File: config.mk
export PLATFORM = sky130hd
export DESIGN_NAME = quad_shader_pipe
export DESIGN_NICKNAME = d
export VERILOG_FILES = /design/src/rtl/quad_shader_pipe.sv
export SDC_FILE = /design/constraint.sdc
export NUM_CORES = 1
export LEC_CHECK = 0
export ABC_AREA = 1
export BUFFER_PORTS_ARGS = -buffer_cell sky130_fd_sc_hd__buf_2
export CAP_MARGIN = 20
export CORE_UTILIZATION = 52
export DETAILED_ROUTE_END_ITERATION = 12
export HOLD_SLACK_MARGIN = 0.15
export PLACE_DENSITY = 0.87
export SLEW_MARGIN = 20
export SYNTH_ARGS = -nofsm -noshare
export SYNTH_HDL_FRONTEND = slang
export SYNTH_SLANG_ARGS = --single-unit
File: constraint.sdc
create_clock -name clk -period 2.9 [get_ports clk]
set_input_delay 0.145 -clock clk [delete_from_list [all_inputs] [get_ports clk]]
set_output_delay 0.145 -clock clk [all_outputs]
set_load 0.02 [all_outputs]
File: src/rtl/quad_shader_pipe.sv
// quad_shader_pipe: two-stage LANES-wide procedural pixel shader with valid/ready backpressure
module quad_shader_pipe #(
    parameter int BITS_X    = 9,
    parameter int BITS_Y    = 8,
    parameter int LANES     = 4,
    parameter int CW        = 8,
    parameter int CHK_SHIFT = 3
) (
    input  logic                clk,
    input  logic                rst,
    input  logic [BITS_X-1:0]   px_x_base,
    input  logic [BITS_Y-1:0]   px_y,
    input  logic [1:0]          mode,
    input  logic [3*CW-1:0]     solid_rgb,
    input  logic                frame_tick,
    input  logic                in_valid,
    output logic                in_ready,
    output logic [LANES*CW-1:0] R_quad,
    output logic [LANES*CW-1:0] G_quad,
    output logic [LANES*CW-1:0] B_quad,
    output logic                out_valid,
    input  logic                out_ready,
    output logic [15:0]         beat_count
);
    localparam int XW = BITS_X + $clog2(LANES);
    localparam int MW = XW + BITS_Y + CW + 8;

    logic                v1_q, out_valid_q, adv;
    logic [BITS_X-1:0]   x1_q;
    logic [BITS_Y-1:0]   y1_q;
    logic [1:0]          m1_q;
    logic [3*CW-1:0]     rgb1_q;
    logic [7:0]          f1_q, frame_q;
    logic [15:0]         bc_q;
    logic [LANES*CW-1:0] r_d, g_d, b_d, r_q, g_q, b_q;
    logic [MW-1:0]       yw, fw;

    assign adv        = !out_valid_q | out_ready;
    assign in_ready   = adv;
    assign out_valid  = out_valid_q;
    assign R_quad     = r_q;
    assign G_quad     = g_q;
    assign B_quad     = b_q;
    assign beat_count = bc_q;
    assign yw         = MW'(y1_q);
    assign fw         = MW'(f1_q);

    for (genvar i = 0; i < LANES; i++) begin : g_lane
        logic [MW-1:0] xi;
        logic          c;
        assign xi = MW'(x1_q) + MW'(i);
        assign c  = xi[CHK_SHIFT] ^ y1_q[CHK_SHIFT];
        assign r_d[(LANES-1-i)*CW +: CW] = m1_q == 2'd0 ? CW'(xi >> 2) :
                                           m1_q == 2'd1 ? CW'(xi + fw) :
                                           m1_q == 2'd2 ? rgb1_q[3*CW-1:2*CW] : {CW{c}};
        assign g_d[(LANES-1-i)*CW +: CW] = m1_q == 2'd0 ? CW'(yw >> 1) :
                                           m1_q == 2'd1 ? CW'(yw + fw) :
                                           m1_q == 2'd2 ? rgb1_q[2*CW-1:CW] : {CW{c}};
        assign b_d[(LANES-1-i)*CW +: CW] = m1_q == 2'd0 ? CW'(xi ^ yw) :
                                           m1_q == 2'd1 ? CW'(xi ^ yw ^ fw) :
                                           m1_q == 2'd2 ? rgb1_q[CW-1:0] : {CW{c}};
    end

    // stage 1: capture the beat and the frame value seen at acceptance
    always_ff @(posedge clk) begin
        if (rst) begin
            v1_q <= 1'b0;
        end else if (adv) begin
            v1_q <= in_valid;
            if (in_valid) begin
                x1_q   <= px_x_base;
                y1_q   <= px_y;
                m1_q   <= mode;
                rgb1_q <= solid_rgb;
                f1_q   <= frame_q;
            end
        end
    end

    // stage 2: register shaded lanes; holds while downstream stalls
    always_ff @(posedge clk) begin
        if (rst) begin
            out_valid_q <= 1'b0;
            r_q         <= '0;
            g_q         <= '0;
            b_q         <= '0;
        end else if (adv) begin
            out_valid_q <= v1_q;
            if (v1_q) begin
                r_q <= r_d;
                g_q <= g_d;
                b_q <= b_d;
            end
        end
    end

    // frame counter runs regardless of stalls; beat counter counts output transfers
    always_ff @(posedge clk) begin
        if (rst) begin
            frame_q <= '0;
            bc_q    <= '0;
        end else begin
            frame_q <= frame_q + {7'd0, frame_tick};
            bc_q    <= bc_q + {15'd0, out_valid_q & out_ready};
        end
    end
endmodule
==> results.md <==
- Result of the run: complete, no violations
- Number of iterations in the first detailed-routing pass: 6
- Routability cong.: 1.044
- Boundary pin count: between 150 and 200
- Routed wire length per instance: between 15 and 20 um
- Number of global-route vias before repair: slightly above 10,000
- Initial core utilization: ~53%
- Share of the synthesized area in the top cell type: between 20% and 30%
- Unique masters post-synth: slightly below 50
- Layout area overhead: 21.35%
- Min-delay worst type: input pin to register
- Die Outline Area: roughly 0.020 mm^2
- Post-synthesis instance area: 0.01028 mm^2
- Commonest non-fill, non-tap cell in the layout: sky130_fd_sc_hd__nand2_1
- Worst reg-to-reg path cell count: 16
- Global route total overflow: 0
- Number of buffer cells added on primary ports: around 160
- Beginning of the worst register-to-register path: x1_q[2]
- Share of the yosys chip area belonging to registers: around two fifths
- Post-DR vias/cell: between 5 and 6
- Data arrival, critical path: 2.99 ns
- Instance count of the mapped netlist: 1,387
- Clock Power Share: roughly 37%
- Slew margin rel.: between 40% and 50%
- Post-route fraction of the period consumed by the critical path: approximately 90%
- Row count: between 50 and 60
- Startpoint type of the worst setup path: register
- Area of the placeable core: between 0.015 and 0.02 mm^2
- Biggest fanout along the worst timing path: 6
- First-pass GRT wire length: 55,060 um
- Proportion of total power due to net switching: between 30 and 40%
- Most frequent cells in the layout: sky130_fd_sc_hd__nand2_1 (328), sky130_fd_sc_hd__buf_2 (161), sky130_fd_sc_hd__a21oi_1 (151)
- Vias after detailed routing: roughly 11,000
- Antenna cell count: 0
- Final hold viol count: 0
- CTS clock-pin slew for the worst setup and hold paths: around 0.070 ns
- Remaining number of nets flagged by the antenna check after routing: 0
- End-of-flow core utilization: 64.34%
- Post-layout net count: about 1,700
- Buffers inserted by post-CTS timing repair: 0
- Share of power burned in combinational logic: 20.3%
- Antenna violations before repair: 0
- Power dissipated by switching net loads: 2.078 mW
- Setup repair after global routing missed its margin: no
- Clock sinks: around 170
- Overall Global Routing Usage: between 30% and 40%
- Dpl hpwl: around 26,000 um
- Fraction of final layout cells sized beyond drive strength 1: roughly 18%
- # fillers: 1,670
- CTS buffer count: 17
- Top cell type by total area after synthesis: sky130_fd_sc_hd__dfxtp_1
- Max_cap viols: 0
- Final Skew: 0.01572 ns
- Mapped Avg Cell Area: about 7.4 um^2
- Number of levels the H-tree was split into: 4
- Buffer cell driving the clock tree root: sky130_fd_sc_hd__clkbuf_16
- Leading cell types by total area after synthesis: sky130_fd_sc_hd__dfxtp_1 (24%), sky130_fd_sc_hd__edfxtp_1 (15%), sky130_fd_sc_hd__nand2_1 (12%)
- Synthesized Nets: around 1,500
- Max VDD drop: 0.3719 mV
- Top flip-flop cell by instance count after synthesis: sky130_fd_sc_hd__dfxtp_1
- Pins over their slew limit: 0
- Maximum number of pins on one net before global-route repair: 91
- Number of enable-type register cells in the synthesized netlist: between 50 and 60
- Leakage component of the power: roughly 5.9 nW
- Final-report setup violation count: 0
- Power density relative to cell area: 509.4 mW/mm^2
- Floorplan die height: approximately 140 um
- Initial DRC Count: between 1,000 and 1,500
- Sum Neg Setup Slack: 0 ns
- Internal power: around 4.3 mW
- Achievable frequency: about 380 MHz
- YS warnings: 0
- Crit. Startpoint: x1_q[2]
- Worst setup path category: register to register
- Clock network latency to the later pin of the worst-skew pair: 0.44 ns
- Number of synthesized register bits: ~170
- Max Root-Sink Buffers: 2
- Tightest Pin Transition: about 0.84 ns
- Number of instances on the worst hold path: 2
- Share of synthesized flip-flops with an asynchronous set or reset: 0%
- Routed wire length: 36,020 um
- Post-route DRC violation count: 0
- Post-layout min period: 2.654 ns
- TritonCTS clock tree: built
- Data required time at the worst endpoint: about 3.2 ns
- Hold WS: around 0.21 ns
- Setup crit end kind: register
- Min-delay src: rst
- Die W: around 140 um
- Seq pwr share: between 40% and 50%
==> synth_stat cells, types with 4 or more instances <==
cell,count
sky130_fd_sc_hd__a21oi_1,151
sky130_fd_sc_hd__a31oi_1,21
sky130_fd_sc_hd__a41oi_1,5
sky130_fd_sc_hd__buf_2,20
sky130_fd_sc_hd__buf_4,12
sky130_fd_sc_hd__buf_6,6
sky130_fd_sc_hd__clkbuf_1,24
sky130_fd_sc_hd__dfxtp_1,122
sky130_fd_sc_hd__edfxtp_1,51
sky130_fd_sc_hd__fa_1,5
sky130_fd_sc_hd__ha_1,44
sky130_fd_sc_hd__inv_1,138
sky130_fd_sc_hd__inv_2,14
sky130_fd_sc_hd__nand2_1,328
sky130_fd_sc_hd__nand2_2,12
sky130_fd_sc_hd__nand2_4,4
sky130_fd_sc_hd__nand3_1,82
sky130_fd_sc_hd__nand4_1,10
sky130_fd_sc_hd__nor2_1,80
sky130_fd_sc_hd__nor2_2,5
sky130_fd_sc_hd__nor2_4,4
sky130_fd_sc_hd__nor3_1,17
sky130_fd_sc_hd__nor4_1,4
sky130_fd_sc_hd__o211ai_1,14
sky130_fd_sc_hd__o21ai_0,115
sky130_fd_sc_hd__o21ai_1,23
sky130_fd_sc_hd__xnor2_1,12
sky130_fd_sc_hd__xor2_1,24
sky130_fd_sc_hd__xor2_2,4
==> power groups by stage <==
| stage | combinational [mW] | clock [mW] | sequential [mW] |
|---|---|---|---|
| finish | 1.29 | 2.35 | 2.72 |
| global route | 1.40 | 2.48 | 2.73 |
| CTS | 1.26 | 2.37 | 2.71 |
| detailed placement | 1.20 | 0 | 2.77 |
| global placement | 1.18 | 0 | 2.77 |
| floorplan | 0.697 | 0 | 2.86 |
==> area by class of cell <==
| class | count | area (um^2) | share of cell area (%) |
|---|---|---|---|
| flip-flops and latches | 173 | 3974 | 31.84 |
| multi-input cells | 997 | 5391 | 43.20 |
| repair buffers | 244 | 1582 | 12.67 |
| clock inverters | 14 | 162.7 | 1.303 |
| well taps | 265 | 331.6 | 2.657 |
| inverters | 155 | 589.3 | 4.722 |
| clock buffers | 18 | 450.4 | 3.609 |
==> kinds of logic (layout without fill, tap and decap cells) <==
| family | after synthesis | in the layout | share of synthesized area (%) |
|---|---|---|---|
| buf+inv | 217 | 431 | 9.112 |
| flops | 173 | 173 | 38.64 |
| compound gates | 351 | 351 | 18.58 |
| xor+xnor | 40 | 40 | 3.698 |
| simple gates | 557 | 557 | 23.65 |
| fa+ha+maj | 49 | 49 | 6.326 |
==> worst max-delay path, cell delays in order, from the launching register on <==
cell and delay, ns:
sky130_fd_sc_hd__edfxtp_1 0.49, sky130_fd_sc_hd__ha_2 0.30, sky130_fd_sc_hd__inv_2 0.09, sky130_fd_sc_hd__nor2_2 0.21
sky130_fd_sc_hd__inv_1 0.12, sky130_fd_sc_hd__nand2_1 0.07, sky130_fd_sc_hd__o21ai_0 0.17, sky130_fd_sc_hd__inv_1 0.10
sky130_fd_sc_hd__ha_1 0.27, sky130_fd_sc_hd__nand2_1 0.09, sky130_fd_sc_hd__inv_1 0.05, sky130_fd_sc_hd__nand4_1 0.07
sky130_fd_sc_hd__nand3_1 0.10, sky130_fd_sc_hd__o21ai_1 0.13, sky130_fd_sc_hd__a21oi_1 0.05, sky130_fd_sc_hd__nor2_1 0.15
sky130_fd_sc_hd__nor2_1 0.07
==> per-layer routing <==
| layer | GRT usage [%] | vias to the layer above | part of all wire [%] |
|---|---|---|---|
| li1 | - | 5047 | - |
| met1 | 45.66 | 4967 | 40 |
| met2 | 57.48 | 661 | 46 |
| met3 | 9.993 | 107 | 11 |
| met4 | 15.34 | 0 | 3.6 |
| met5 | 0 | - | 0 |
==> registers in the layout (all words and copies together), names as in the netlist <==
| signal | cells |
|---|---|
| B_quad | 32 |
| G_quad | 32 |
| R_quad | 32 |
| beat_count | 16 |
| f1_q | 8 |
| frame_q | 8 |
| m1_q | 2 |
| out_valid | 1 |
| rgb1_q | 24 |
| v1_q | 1 |
| x1_q | 9 |
| y1_q | 8 |
==> through the flow <==
step                instance area [um^2]  power [mW]  std cells  setup WS, ns
detailed placement                 11400       3.966       1788        0.2451
CTS                                12470       6.338       1866        0.2273
global route                       12480       6.602       1866       0.04018
finish                             12480       6.357       1866        0.2459
floorplan                          10290       3.552       1387        0.3585
global placement                   11400       3.950       1788        0.2724
==> final timing paths <==
path                      to  slack [ns]
setup reg to reg  R_quad[14]        0.25
hold reg to reg      f1_q[0]        0.46
hold / removal    B_quad[22]        0.21
setup / recovery  R_quad[14]        0.25
==> what timing repair did <==
action	4_1_cts	5_1_grt
hold buffers	46	0
endpoints found under the setup margin	0	2
gates resized for setup	0	2
hold endpoints to repair	47	0
Power figures use the tool's default switching activity.
